[src/rtl/cpu7_ifu_de_pipe.sv]
// rtl/cpu7_ifu_de_pipe.sv - fetch-to-decode pipeline register with optional skid entry
//
// Optional feature: define CPU7_IFU_DE_SKID_EN to build the two-entry
// (output + skid) variant with a registered ifu_ready. Without it the stage
// is a single output register with a combinational ifu_ready.

`ifndef LSOC1K_DECODE_RES_BIT
`define LSOC1K_DECODE_RES_BIT 64
`endif

module cpu7_ifu_de_pipe #(
  parameter int GRLEN = 32
) (
  input  logic                              clk,
  input  logic                              resetn,
  input  logic                              flush,
  input  logic                              ifu_valid,
  output logic                              ifu_ready,
  input  logic [GRLEN-1:0]                  ifu_pc,
  input  logic [31:0]                       ifu_inst,
  input  logic [`LSOC1K_DECODE_RES_BIT-1:0] ifu_op,
  input  logic [31:0]                       ifu_imm,
  input  logic [GRLEN-1:0]                  ifu_alu_c,
  input  logic [GRLEN-1:0]                  ifu_br_offs,
  output logic                              de_valid,
  input  logic                              de_ready,
  output logic [GRLEN-1:0]                  de_pc,
  output logic [31:0]                       de_inst,
  output logic [`LSOC1K_DECODE_RES_BIT-1:0] de_op,
  output logic [31:0]                       de_imm,
  output logic [GRLEN-1:0]                  de_alu_c,
  output logic [GRLEN-1:0]                  de_br_target,
  output logic                              de_adef,
  output logic [1:0]                        de_occ
);

  localparam int OPW = `LSOC1K_DECODE_RES_BIT;

  // One held instruction; target and adef are resolved at capture time.
  typedef struct packed {
    logic [GRLEN-1:0] pc;
    logic [31:0]      inst;
    logic [OPW-1:0]   op;
    logic [31:0]      imm;
    logic [GRLEN-1:0] alu_c;
    logic [GRLEN-1:0] tgt;
    logic             adef;
  } ent_t;

  ent_t in_ent;
  ent_t out_q, out_d;
  logic out_valid_q, out_valid_d;
  logic rdy_q, rdy_d;
  logic accept, consume;

  // Build the incoming entry; branch target wraps modulo 2^GRLEN.
  always_comb begin
    in_ent       = '0;
    in_ent.pc    = ifu_pc;
    in_ent.inst  = ifu_inst;
    in_ent.op    = ifu_op;
    in_ent.imm   = ifu_imm;
    in_ent.alu_c = ifu_alu_c;
    in_ent.tgt   = ifu_pc + ifu_br_offs;
    in_ent.adef  = |ifu_pc[1:0];
  end

  assign accept  = ifu_valid & ifu_ready & ~flush;
  assign consume = out_valid_q & de_ready & ~flush;

  assign de_valid     = out_valid_q;
  assign de_pc        = out_q.pc;
  assign de_inst      = out_q.inst;
  assign de_op        = out_q.op;
  assign de_imm       = out_q.imm;
  assign de_alu_c     = out_q.alu_c;
  assign de_br_target = out_q.tgt;
  assign de_adef      = out_q.adef;

`ifdef CPU7_IFU_DE_SKID_EN

  ent_t skid_q, skid_d;
  logic skid_valid_q, skid_valid_d;

  // Next state: a consume refills the output from skid; a stalled accept lands in skid.
  always_comb begin
    out_d        = out_q;
    out_valid_d  = out_valid_q;
    skid_d       = skid_q;
    skid_valid_d = skid_valid_q;
    if (flush) begin
      out_valid_d  = 1'b0;
      skid_valid_d = 1'b0;
    end else begin
      if (consume) begin
        if (skid_valid_q) begin
          out_d        = skid_q;
          skid_valid_d = 1'b0;
        end else begin
          out_valid_d = 1'b0;
        end
      end
      // ifu_ready is low whenever skid is occupied, so accept never collides with a skid refill.
      if (accept) begin
        if (!out_valid_q || consume) begin
          out_d       = in_ent;
          out_valid_d = 1'b1;
        end else begin
          skid_d       = in_ent;
          skid_valid_d = 1'b1;
        end
      end
    end
    rdy_d = ~skid_valid_d;
  end

  // Skid entry storage.
  always_ff @(posedge clk or negedge resetn) begin
    if (!resetn) begin
      skid_q       <= '0;
      skid_valid_q <= 1'b0;
    end else begin
      skid_q       <= skid_d;
      skid_valid_q <= skid_valid_d;
    end
  end

  assign ifu_ready = rdy_q;
  assign de_occ    = {1'b0, out_valid_q} + {1'b0, skid_valid_q};

`else

  // Next state: single register loads on accept, empties on consume or flush.
  always_comb begin
    out_d       = out_q;
    out_valid_d = out_valid_q;
    if (flush) begin
      out_valid_d = 1'b0;
    end else if (accept) begin
      out_d       = in_ent;
      out_valid_d = 1'b1;
    end else if (consume) begin
      out_valid_d = 1'b0;
    end
    rdy_d = 1'b1;
  end

  // rdy_q only holds ready low until the first edge after reset release.
  assign ifu_ready = rdy_q & (~out_valid_q | de_ready);
  assign de_occ    = {1'b0, out_valid_q};

`endif

  // Output register and ready flop.
  always_ff @(posedge clk or negedge resetn) begin
    if (!resetn) begin
      out_q       <= '0;
      out_valid_q <= 1'b0;
      rdy_q       <= 1'b0;
    end else begin
      out_q       <= out_d;
      out_valid_q <= out_valid_d;
      rdy_q       <= rdy_d;
    end
  end

endmodule

[config.mk]
export PLATFORM = sky130hd
export DESIGN_NAME = cpu7_ifu_de_pipe
export DESIGN_NICKNAME = d
export VERILOG_FILES = /design/src/rtl/cpu7_ifu_de_pipe.sv
export SDC_FILE = /design/constraint.sdc
export NUM_CORES = 1
export LEC_CHECK = 0
export BUFFER_PORTS_ARGS = -buffer_cell sky130_fd_sc_hd__buf_2
export CORE_AREA = 2 2 185 187
export CTS_CLUSTER_DIAMETER = 100
export DETAILED_ROUTE_END_ITERATION = 8
export DIE_AREA = 0 0 187 189
export PLACE_DENSITY = 0.66
export SYNTH_ARGS = -nofsm -noshare
export SYNTH_HDL_FRONTEND = slang
export SYNTH_SLANG_ARGS = --single-unit
[constraint.sdc]
create_clock -name clk -period 4.95 [get_ports clk]
set_input_delay 0.99 -clock clk [delete_from_list [all_inputs] [get_ports clk]]
set_output_delay 0.99 -clock clk [all_outputs]
set_load 0.02 [all_outputs]
# Yosys cells after proc, flatten, opt, wreduce, memory -nomap -nowiden
# Cells that the tools add are included.
# classes
add_sub_neg,1
n_mux,3
bitwise,8
n_reduce_logical,3
# ops
operator,n
$add 32x32->32,1
$and 1x1->1,5
$mux 1,3
$reduce_bool 3->1,1
$not 1->1,2
$reduce_and 2->1,1
$reduce_or 2->1,1
$or 1x1->1,1
# totals
reg_bits,227
in_bits,229
out_inout_bits,229

# Depth between registers and ports, before layout
# Gate-level depths: netlist of the first run.
# depth
word_depth,7
mapped_depth,9
depth_no_buf,9

# Worst setup path before layout of the first run
# No wires, ideal clock.
# synth_path
path_type,input to register
startpoint,input ifu_pc[0]
endpoint,register out_q (netlist bit de_br_target[22])
setup_time_ns,0.129
t_arrival_ns,2.978
slack_ns,1.843
path_stages,9
n_path_buf,0
cell_sequence,ha_1 -> fa_1 -> a21o_1 -> a221oi_2 -> o211ai_1 -> a21oi_1 -> o31a_1 -> xnor2_1 -> o21ai_1
# synth_via
elab_chain_cells,1
# synth_lines
element,line,source
"start, declared",19,"input logic [GRLEN-1:0] ifu_pc,"
$add 32x32->32,64,in_ent.tgt = ifu_pc + ifu_br_offs;
"end signal, assigned",161,out_q <= out_d;
"end, declared",51,"ent_t out_q, out_d;"
# No other way between the ends.
# A chain may end at the register's enable or synchronous reset.

# Worst setup path after layout of the first run
# layout_path
startpoint,input ifu_pc[0]
endpoint,register out_q (netlist bit de_br_target[30])
# Same word-level chain as after synthesis.

==> flow_metrics.env, run 1 <==
export IMPL_finClkSkew_ns=0.008344
export IMPL_core_um2=33280
export IMPL_share_of_post_route_cells_with_drive_strength_above_1=0.3243
export IMPL_proportion_of_total_power_due_to_net_switching=0.3367
export IMPL_area_growth_syn_to_layout_pct=34.28
export IMPL_timing_final_hold_violations=0
export IMPL_clkSinkCount=227
export IMPL_worst_r2r_cell_count=6
export IMPL_grt_max_degree=148
export IMPL_multi_input_logic_area_um2=4227
export IMPL_synth_area_leader_cell="sky130_fd_sc_hd__dfrtp_1"
export IMPL_tightest_slew_ns=0.8009
export IMPL_power_sequential_fraction=0.402
export IMPL_remaining_drc_errors=0
export IMPL_r2r_end="de_br_target[21]"
export IMPL_tns_ns=0
export IMPL_initialDrtViolationCount=549
export IMPL_cellPowerDensity_nw_per_um2=427.7
export IMPL_antenna_found_initial=2
export IMPL_irDropWorstVdd_mv=0.2189
export IMPL_vias_per_cell=4.628
export IMPL_timing_critical_path_arrival_ns=3.60
export IMPL_clk_path_buf_depth=3
export IMPL_gr_util_all_layers=0.1722
export IMPL_grt_first_pass_wirelength_um=49840
export IMPL_pin_count=458
export IMPL_leakage_nw=7.773
export IMPL_gate_power_share=0.264
export IMPL_final_period_minus_worst_setup_slack_ns=3.212
export IMPL_clock_insertion_delay_worst_skew_ns=0.53
export IMPL_cap_violations=0
export IMPL_clock_edge_transition_at_the_registers_on_the_reported_setup_and_hold_paths_ns=0.05
export IMPL_run_status="finished clean"
export IMPL_max_slew_violations=0
export IMPL_slew_limit_headroom=0.4661
export IMPL_tritoncts="built"
export IMPL_initial_utilization=0.3084
export IMPL_internal_power_mw=3.910
export IMPL_groute_layer_met1_usage=0.2236
export IMPL_synth_warnings=0
export IMPL_synth_top_flop_cell="sky130_fd_sc_hd__dfrtp_1"
export IMPL_synth_net_count=1438
export IMPL_cts_root_buf="sky130_fd_sc_hd__clkbuf_16"
export IMPL_globalRoute_busiestLayer="met2"
export IMPL_postCtsResizedCells=0
export IMPL_grt_util_met3=0.04652
export IMPL_detail_route_antenna_nets=0
export IMPL_final_hold_worst_slack_ns=0.4011
export IMPL_portBuffers=456
export IMPL_fp_dieW_um=187
export IMPL_first_global_vias=9322
export IMPL_synth_area_leaders="sky130_fd_sc_hd__dfrtp_1 55%, sky130_fd_sc_hd__nand2_1 23%, sky130_fd_sc_hd__ha_1 3.8%"
export IMPL_synth_yosys_seq_area_share=0.5535
export IMPL_dr_total_vias=9599
export IMPL_place_hpwl_um=23260
export IMPL_max_freq_mhz=311.3
export IMPL_std_cell_rows=67
export IMPL_gr_total_overflow=0
export IMPL_worst_ep_required_time_ns=5.34
export IMPL_floorplan_die_area_um2=35340
export IMPL_post_synth_instance_area_um2=10260
export IMPL_crit_path_start="ifu_pc[0]"
export IMPL_wl_um=31640
export IMPL_weighted_congestion_at_the_end_of_routability_driven_global_placement=0.8898
export IMPL_cts_buffers=26
export IMPL_hold_buffers=0
export IMPL_clkPwrFrac=0.333
export IMPL_r2r_start="de_valid"
export IMPL_ctsHtreeMaxLevel=1
export IMPL_syn_instance_count=1177
export IMPL_synth_distinct_cells=66
export IMPL_start_kind="primary input"
export IMPL_share_of_the_synthesized_area_in_the_top_cell_type=0.5535
export IMPL_critPathMaxFanout=5
export IMPL_rrSetupSlack_ns=2.61
export IMPL_postSynthAreaPerCell_um2=8.719
export IMPL_total_setup_buffers_inserted_after_cts=0
export IMPL_setup_viol=0
export IMPL_net_switching_power_mw=1.984
export IMPL_place_detailed_instances=2025
export IMPL_final_net_count=1866
export IMPL_ys_seq_elements=227
export IMPL_route_detailed_wl_per_inst_um=15.25
export IMPL_synth_enable_flop_cells=0
export IMPL_grt_met2_usage=0.2795
export IMPL_synthArstFlopShare=1.000
export IMPL_critPathCaptureType="register"
export IMPL_rsz_0062_raised_after_global_routing="false"
export IMPL_crit_type="in -> reg"
export IMPL_regArea_um2=5680
export IMPL_floorplan_die_height_um=189
export IMPL_drt_pass1_iterations=5
export IMPL_ys_top_cells_by_count="626 x sky130_fd_sc_hd__nand2_1, 227 x sky130_fd_sc_hd__dfrtp_1, 50 x sky130_fd_sc_hd__clkbuf_1"
export IMPL_post_synth_top_count_cell="sky130_fd_sc_hd__nand2_1"
export IMPL_worstHoldPathType="in -> async"
export IMPL_fillers=3363
export IMPL_finalCritPeriodShare=0.6490
export IMPL_final_cells=2074
## sequential cells by signal (all words and copies together) (netlist names)
register,cells
de_inst,32
rdy_q,1
de_pc,32
de_imm,32
de_adef,1
de_valid,1
de_op,64
de_br_target,32
de_alu_c,32
## area by class of cell
| type | instances | share of cell area |
|---|---|---|
| diodes | 1 | 0.0001816 |
| clock buffers | 36 | 0.05584 |
| clock inverters | 12 | 0.008535 |
| inverters | 9 | 0.002451 |
| multi-input cells | 877 | 0.3067 |
| flip-flops and latches | 227 | 0.4122 |
| well taps | 448 | 0.04068 |
| repair buffers | 464 | 0.1734 |
## layer usage
metal,up-vias,part of all wire
li1,4623,-
met1,4489,0.42
met2,419,0.46
met3,66,0.090
met4,2,0.028
met5,-,0.00038
## placed cells by master (no fill, tap or decap), types with 12 or more instances in the layout
master | Yosys | routed
sky130_fd_sc_hd__xnor2_1 | 14 | 14
sky130_fd_sc_hd__nor2_1 | 12 | 12
sky130_fd_sc_hd__ha_1 | 31 | 31
sky130_fd_sc_hd__o21ai_0 | 37 | 37
sky130_fd_sc_hd__clkbuf_16 | 0 | 27
sky130_fd_sc_hd__a21oi_1 | 31 | 31
sky130_fd_sc_hd__dfrtp_1 | 227 | 227
sky130_fd_sc_hd__a21o_1 | 17 | 17
sky130_fd_sc_hd__nand2_1 | 626 | 626
sky130_fd_sc_hd__buf_2 | 0 | 455
## power by group through the flow
stage                     clock (mW)  sequential, mW  combinational (mW)
after floorplan                    0            2.82               0.490
after global placement             0            2.39                1.55
after detailed placement           0            2.39                1.57
after CTS                       2.03            2.37                1.57
after global routing            2.11            2.41                1.70
final                           1.96            2.37                1.56
## logic make-up (layout without fill, tap and decap cells)
family	count (synthesis)	in the layout	synth area share
DFF	227	227	0.5535
muxes	2	2	0.002073
and+or+nand+nor	686	686	0.2638
other	2	3	0.0007318
xor gates and xnor gates	23	23	0.01963
AOI/OAI and AO/OA	132	132	0.08547
buffers and inverters	73	521	0.03499
adders and majority gates	32	32	0.03975
## critical path: stages
cell and delay [ns]:
sky130_fd_sc_hd__buf_2 0.14, sky130_fd_sc_hd__ha_1 0.25, sky130_fd_sc_hd__fa_1 0.41, sky130_fd_sc_hd__a21o_1 0.22, sky130_fd_sc_hd__a221oi_2 0.48, sky130_fd_sc_hd__o211ai_1 0.22, sky130_fd_sc_hd__a21oi_1 0.38, sky130_fd_sc_hd__o31a_1 0.28
sky130_fd_sc_hd__or4_1 0.15, sky130_fd_sc_hd__nand3_1 0.08
## per-stage QoR
| step | util | area, um2 | setup slack, ns | power (mW) |
|---|---|---|---|---|
| detailed placement | 0.3873 | 12890 | 1.244 | 3.968 |
| global placement | 0.3873 | 12890 | 1.274 | 3.940 |
| finish | 0.4141 | 13780 | 1.738 | 5.894 |
| CTS | 0.4140 | 13780 | 1.808 | 5.979 |
| global route | 0.4140 | 13780 | 1.603 | 6.224 |
| floorplan | - | 10260 | 1.843 | 3.305 |
## how the worst max path moves through the flow
stage | endpoint | slack (ns)
finish | de_br_target[30] | 1.74
detailed placement | de_br_target[22] | 1.24
floorplan | de_br_target[22] | 1.84
CTS | de_br_target[30] | 1.81
global placement | de_br_target[22] | 1.27
global route | de_br_target[26] | 1.60
(Power assumes the default switching activity.)
==> inputs of run 2 (changes only) <==
- ABC_AREA: not set -> 1
- CORE_AREA: 2 2 185 187 -> 2 2 191 193
- DIE_AREA: 0 0 187 189 -> 0 0 193 195
- PLACE_DENSITY: 0.66 -> 0.67
- clock period: 4.95 -> 2.78 ns (I/O delays scaled with it)
==> flow_metrics.env, run 2 <==
export IMPL_run_status="finished clean"
export IMPL_std_cell_rows=69
export IMPL_cts_buffers=27
export IMPL_clkSinkCount=227
export IMPL_dr_total_vias=10453
export IMPL_synth_area_leaders="sky130_fd_sc_hd__dfrtp_1 52%, sky130_fd_sc_hd__nand2_1 29%, sky130_fd_sc_hd__inv_1 3.8%"
export IMPL_clk_path_buf_depth=3
export IMPL_share_of_the_synthesized_area_in_the_top_cell_type=0.5205
export IMPL_worstHoldPathType="in -> reg"
export IMPL_critPathCaptureType="register"
export IMPL_yosys_mux_area_fraction=0
export IMPL_critPathMaxFanout=111
export IMPL_gate_power_share=0.272
export IMPL_hold_buffers=1
export IMPL_timing_hold_worst_start="ifu_inst[9]"
export IMPL_gr_total_overflow=0
export IMPL_ctsHtreeMaxLevel=1
export IMPL_synth_xor_xnor_area_share=0.01204
export IMPL_rrSetupSlack_ns=0.76
export IMPL_slew_limit_headroom=0.6180
export IMPL_cap_violations=0
export IMPL_syn_instance_count=1435
export IMPL_combinational_family_with_the_most_area_after_synthesis="simple AND/OR/NAND/NOR gates"
export IMPL_grt_first_pass_wirelength_um=53830
export IMPL_ys_top_cells_by_count="840 x sky130_fd_sc_hd__nand2_1, 227 x sky130_fd_sc_hd__dfrtp_1, 111 x sky130_fd_sc_hd__inv_1"
export IMPL_postSynthAreaPerCell_um2=7.606
export IMPL_timing_final_hold_violations=0
export IMPL_layout_cells_most_common="sky130_fd_sc_hd__nand2_1"
export IMPL_post_synth_top_count_cell="sky130_fd_sc_hd__nand2_1"
export IMPL_portBuffers=456
export IMPL_tritoncts="built"
export IMPL_place_hpwl_um=26970
export IMPL_postCtsResizedCells=0
export IMPL_hold_path_depth=3
export IMPL_cellPowerDensity_nw_per_um2=728.7
export IMPL_tightest_slew_ns=0.5731
export IMPL_postPlaceCellArea_um2=13640
export IMPL_proportion_of_total_power_due_to_net_switching=0.3482
export IMPL_r2r_start="de_valid"
export IMPL_post_synth_instance_area_um2=10910
export IMPL_setup_viol=0
export IMPL_synth_top_flop_cell="sky130_fd_sc_hd__dfrtp_1"
export IMPL_route_detailed_wl_per_inst_um=14.97
export IMPL_vias_per_cell=4.429
export IMPL_min_to="de_inst[9]"
export IMPL_clkPwrFrac=0.329
export IMPL_final_net_count=2143
export IMPL_rsz_0062_raised_after_global_routing="false"
export IMPL_worst_ep_required_time_ns=3.26
export IMPL_place_detailed_instances=2313
export IMPL_floorplan_die_area_um2=37640
export IMPL_detail_route_antenna_nets=0
export IMPL_total_setup_buffers_inserted_after_cts=0
export IMPL_finClkSkew_ns=0.01398
export IMPL_synth_yosys_seq_area_share=0.5205
export IMPL_cts_root_buf="sky130_fd_sc_hd__clkbuf_16"
export IMPL_clock_edge_transition_at_the_registers_on_the_reported_setup_and_hold_paths_ns=0.06
export IMPL_synth_net_count=1696
export IMPL_initial_utilization=0.3083
export IMPL_synth_enable_flop_cells=0
export IMPL_r2r_end="de_inst[5]"
export IMPL_max_freq_mhz=495.3
export IMPL_synth_compound_area_share=0.02258
export IMPL_leakage_nw=8.696
export IMPL_irDropWorstVdd_mv=0.5113
export IMPL_synth_distinct_cells=33
export IMPL_initialDrtViolationCount=563
export IMPL_adder_cell_share_of_the_synthesized_area=0.03737
export IMPL_final_period_minus_worst_setup_slack_ns=2.019
export IMPL_gr_util_all_layers=0.1794
export IMPL_core_um2=35400
export IMPL_crit_type="reg -> reg"
export IMPL_antennaDiodeCount=0
export IMPL_pin_count=458
export IMPL_tns_ns=0
export IMPL_drt_pass1_iterations=5
export IMPL_finalCritPeriodShare=0.7263
export IMPL_floorplan_die_height_um=195
export IMPL_area_growth_syn_to_layout_pct=33.03
export IMPL_antenna_found_initial=0
export IMPL_largest_register_ff_count=64
export IMPL_power_sequential_fraction=0.398
export IMPL_final_cells=2360
export IMPL_clock_insertion_delay_worst_skew_ns=0.54
export IMPL_timing_critical_path_arrival_ns=2.49
export IMPL_simple_logic_cell_fraction_of_the_synthesized_area=0.3392
export IMPL_start_kind="register"
export IMPL_weighted_congestion_at_the_end_of_routability_driven_global_placement=0.9669
export IMPL_synth_warnings=0
export IMPL_synth_area_leader_cell="sky130_fd_sc_hd__dfrtp_1"
export IMPL_grt_max_degree=112
export IMPL_wl_um=35330
export IMPL_final_area_um2=14520
export IMPL_max_slew_violations=0
export IMPL_share_of_post_route_cells_with_drive_strength_above_1=0.2796
export IMPL_first_global_vias=10075
export IMPL_net_switching_power_mw=3.683
export IMPL_remaining_drc_errors=0
export IMPL_ys_seq_elements=227
export IMPL_fp_dieW_um=193
export IMPL_most_common_layout_cells="840 x sky130_fd_sc_hd__nand2_1, 455 x sky130_fd_sc_hd__buf_2, 227 x sky130_fd_sc_hd__dfrtp_1, 111 x sky130_fd_sc_hd__inv_1, 47 x sky130_fd_sc_hd__nand3_1"
export IMPL_worst_r2r_cell_count=7
export IMPL_internal_power_mw=6.896
export IMPL_synthArstFlopShare=1.000
-- run 2: cell count changes in the layout (fill, tap and decap cells not counted), moves of 4 or more --
| cell | before | now |
|---|---|---|
| sky130_fd_sc_hd__a21o_1 | 17 | 1 |
| sky130_fd_sc_hd__a21oi_1 | 31 | 22 |
| sky130_fd_sc_hd__inv_1 | 9 | 111 |
| sky130_fd_sc_hd__nand2_1 | 626 | 840 |
| sky130_fd_sc_hd__nand2_2 | 0 | 9 |
| sky130_fd_sc_hd__nand3_1 | 9 | 47 |
| sky130_fd_sc_hd__nand4_1 | 10 | 3 |
| sky130_fd_sc_hd__nor2_1 | 12 | 38 |
| sky130_fd_sc_hd__nor2_2 | 0 | 4 |
| sky130_fd_sc_hd__o21a_1 | 5 | 0 |
| sky130_fd_sc_hd__o21ai_0 | 37 | 11 |
| sky130_fd_sc_hd__o31ai_1 | 5 | 0 |
| sky130_fd_sc_hd__xor2_1 | 9 | 1 |
-- run 2: how the worst max path moves through the flow --
stage,cells after the start,end,slack (ns),from
CTS,7,de_inst[5],0.78,de_valid
global route,7,de_inst[17],0.63,de_valid
detailed placement,11,de_br_target[28],0.38,ifu_pc[0]
global placement,11,de_br_target[28],0.41,ifu_pc[0]
floorplan,10,de_br_target[28],0.76,ifu_pc[0]
finish,7,de_inst[5],0.76,de_valid
-- run 2: cell type report --
type                       count  area, um2
multi-input combinational   1044       4496
clock buffer                  33      728.2
timing repair buffer         470       2475
fill                        3649      20880
sequential                   227       5680
inverter                     112      425.4
clock inverter                13      137.6
tap                          461      576.8
-- run 2: cell families (layout without fill, tap and decap cells) --
| group | Yosys count | count (layout) |
|---|---|---|
| simple gates | 951 | 951 |
| flops | 227 | 227 |
| buf+inv | 164 | 628 |
| compound gates | 44 | 44 |
| fa+ha+maj | 32 | 32 |
| xor+xnor | 15 | 15 |
| other cells | 2 | 2 |
-- run 2: worst max-delay path, cell delays in order, from the launching register on --
cell,delay (ns)
sky130_fd_sc_hd__dfrtp_1,0.45
sky130_fd_sc_hd__a21boi_2,0.24
sky130_fd_sc_hd__nand2_1,0.13
sky130_fd_sc_hd__nor2_4,0.23
sky130_fd_sc_hd__buf_12,0.35
sky130_fd_sc_hd__buf_4,0.30
sky130_fd_sc_hd__nand2_1,0.09
sky130_fd_sc_hd__nand2_1,0.07
-- run 2: per-layer routing --
layer  track usage  vias up  routed length, um
met1        0.2168     4797              14550
met3       0.03217       69               2433
met4       0.05808        0               1045
met5             0        -                  0
met2        0.3199      370              17300
li1              -     5217                  -
-- run 2: through the flow --
step,power [mW],utilization,hold WS (ns),worst slack [ns]
final,10.58,0.4102,0.2162,0.7610
after global routing,11.20,0.4102,0.1931,0.6279
after CTS,10.72,0.4102,0.1827,0.7800
after detailed placement,7.175,0.3854,0.4532,0.3821
after global placement,7.133,0.3854,0.4490,0.4051
after floorplan,5.920,-,0.2604,0.7571
-- run 2: power groups by stage --
stage	combinational (mW)	clock (mW)	sequential [mW]
floorplan	0.924	0	5.00
global route	3.18	3.73	4.29
detailed placement	2.91	0	4.26
global placement	2.88	0	4.25
CTS	2.92	3.58	4.21
finish	2.88	3.48	4.21
==> inputs of run 3 (changes only) <==
- clock period: 2.78 -> 1.85 ns (I/O delays scaled with it)
==> flow_metrics.env, run 3 (synthesized netlist as in run 2, its figures left out) <==
export IMPL_max_slew_violations=0
export IMPL_portBuffers=456
export IMPL_grt_max_degree=61
export IMPL_dr_total_vias=10699
export IMPL_critPathTopFamily="buffers and inverters"
export IMPL_critPathMostFrequentCell="sky130_fd_sc_hd__nand2_1"
export IMPL_cellPowerDensity_nw_per_um2=1072
export IMPL_power_sequential_fraction=0.390
export IMPL_layout_cells_most_common="sky130_fd_sc_hd__nand2_1"
export IMPL_dp_slack_ns=-0.2603
export IMPL_share_of_post_route_cells_with_drive_strength_above_1=0.3046
export IMPL_timing_critical_path_arrival_ns=2.09
export IMPL_tritoncts="built"
export IMPL_grt_first_pass_wirelength_um=54660
export IMPL_largest_register_ff_count=64
export IMPL_fp_dieW_um=193
export IMPL_ctsHtreeMaxLevel=1
export IMPL_max_freq_mhz=597.7
export IMPL_cts_root_buf="sky130_fd_sc_hd__clkbuf_16"
export IMPL_worstHoldPathType="in -> reg"
export IMPL_final_net_count=2217
export IMPL_clock_insertion_delay_worst_skew_ns=0.53
export IMPL_worst_path_largest_cell_delay_ns=0.39
export IMPL_route_detailed_wl_per_inst_um=14.69
export IMPL_clkSinkCount=227
export IMPL_first_global_vias=10489
export IMPL_clk_path_buf_depth=3
export IMPL_final_period_minus_worst_setup_slack_ns=1.673
export IMPL_final_hold_worst_slack_ns=0.03649
export IMPL_leakage_nw=9.105
export IMPL_gate_power_share=0.277
export IMPL_critPathCaptureType="register"
export IMPL_multi_input_logic_area_um2=4496
export IMPL_pin_count=458
export IMPL_vias_per_cell=4.394
export IMPL_net_switching_power_mw=5.463
export IMPL_place_hpwl_um=28290
export IMPL_clkPwrFrac=0.333
export IMPL_critPathMaxFanout=20
export IMPL_wl_um=35780
export IMPL_finClkSkew_ns=0.006700
export IMPL_cp_buffers_inverters=3
export IMPL_timing_critical_path_cells="a21boi_2 > nand2_1 > nor2_4 > inv_6 > buf_4 > buf_4 > nand2_1 > nand2_1"
export IMPL_proportion_of_total_power_due_to_net_switching=0.3354
export IMPL_gr_util_all_layers=0.1817
export IMPL_drt_pass1_iterations=5
export IMPL_crit_type="reg -> reg"
export IMPL_rsz_0062_raised_after_global_routing="false"
export IMPL_postCtsResizedCells=0
export IMPL_worst_slack_ns=0.1770
export IMPL_fillers=3572
export IMPL_weighted_congestion_at_the_end_of_routability_driven_global_placement=0.9729
export IMPL_cap_violations=0
export IMPL_total_setup_buffers_inserted_after_cts=0
export IMPL_internal_power_mw=10.82
export IMPL_clock_edge_transition_at_the_registers_on_the_reported_setup_and_hold_paths_ns=0.06
export IMPL_cts_buffers=26
export IMPL_gr_total_overflow=0
export IMPL_run_status="finished clean"
export IMPL_cp_slowest_cell="sky130_fd_sc_hd__dfrtp_1"
export IMPL_floorplan_die_height_um=195
export IMPL_detail_route_antenna_nets=0
export IMPL_initialDrtViolationCount=554
export IMPL_initial_utilization=0.3083
export IMPL_finalCritPeriodShare=0.9043
export IMPL_worst_ep_required_time_ns=2.27
export IMPL_setup_viol=0
export IMPL_irDropWorstVdd_mv=0.6718
export IMPL_remaining_drc_errors=0
export IMPL_core_um2=35400
export IMPL_floorplan_die_area_um2=37640
export IMPL_area_growth_syn_to_layout_pct=39.20
export IMPL_std_cell_rows=69
export IMPL_antenna_found_initial=1
export IMPL_post_route_util=0.4292
export IMPL_start_kind="register"
export IMPL_regArea_um2=5680
export IMPL_timing_final_hold_violations=0
export IMPL_most_common_layout_cells="840 x sky130_fd_sc_hd__nand2_1, 455 x sky130_fd_sc_hd__buf_2, 227 x sky130_fd_sc_hd__dfrtp_1, 111 x sky130_fd_sc_hd__inv_1, 75 x sky130_fd_sc_hd__buf_4"
==> run 3: cell types whose count changed in the layout (fill, tap and decap cells not counted), sizes merged <==
cell         before  now
dlygate4sd3       1    2
buf             469  543
bufinv            2    5
diode             0    1
clkbuf           33   34
clkinv            5    6
inv             116  112
clkinvlp          2    0
==> run 3: power by group through the flow <==
stage / logic (mW) / clock network (mW) / registers [mW]
after detailed placement: 4.56 / 0 / 6.42
after global placement: 4.50 / 0 / 6.39
after floorplan: 1.39 / 0 / 7.51
after CTS: 4.57 / 5.60 / 6.35
final: 4.51 / 5.42 / 6.35
after global routing: 4.96 / 5.80 / 6.46
==> run 3: final timing paths <==
| check | startpoint | to | slack [ns] | depth (start not counted) |
|---|---|---|---|---|
| worst max-delay path | de_valid | de_pc[25] | 0.18 | 8 |
| worst min-delay path | ifu_op[8] | de_op[8] | 0.04 | 3 |
| worst max register to register | de_valid | de_pc[25] | 0.18 | 8 |
| worst min register to register | de_alu_c[5] | de_alu_c[5] | 0.46 | 2 |
| max in group asynchronous | resetn | de_imm[6] | 0.89 | 3 |
| min in group asynchronous | resetn | de_inst[18] | 0.35 | 2 |
==> run 3: repair_timing <==
action / 4_1_cts / 5_1_grt
hold endpoints to repair: 36 / 0
endpoints found under the setup margin: 0 / 0
hold buffers: 2 / 0
==> run 3: metal layers <==
| layer | track usage | part of all wire | vias to the layer above |
|---|---|---|---|
| li1 | - | - | 5370 |
| met1 | 0.2221 | 0.42 | 4893 |
| met2 | 0.3224 | 0.49 | 374 |
| met3 | 0.03163 | 0.070 | 62 |
| met4 | 0.05752 | 0.028 | 0 |
| met5 | 0 | 0 | - |
==> run 3: final cells by class <==
cell class | count | share of cell area
well taps | 461 | 0.03797
inverters | 112 | 0.02800
flip-flops and latches | 227 | 0.3739
repair buffers | 545 | 0.2051
clock buffers | 34 | 0.04686
diodes | 1 | 0.0001647
multi-input cells | 1044 | 0.2959
clock inverters | 11 | 0.01211
==> run 3: through the flow <==
stage          cell area [um2]  TNS [ns]  total power, mW  std cells
5_1_grt                  15190         0            17.22       2435
3_5_place_dp             14270    -3.634            10.98       2387
3_3_place_gp             14270    -2.551            10.89       2387
4_1_cts                  15190         0            16.53       2434
6_report                 15190         0            16.28       2435
2_1_floorplan            10910         0            8.895       1435
==> run 3: worst register-to-register path: cells and delay by family (launching register included) <==
kind / cells / cell delay (ns)
buf+inv: 3 / 0.55
simple gates: 4 / 0.43
flops: 1 / 0.39
compound gates: 1 / 0.19
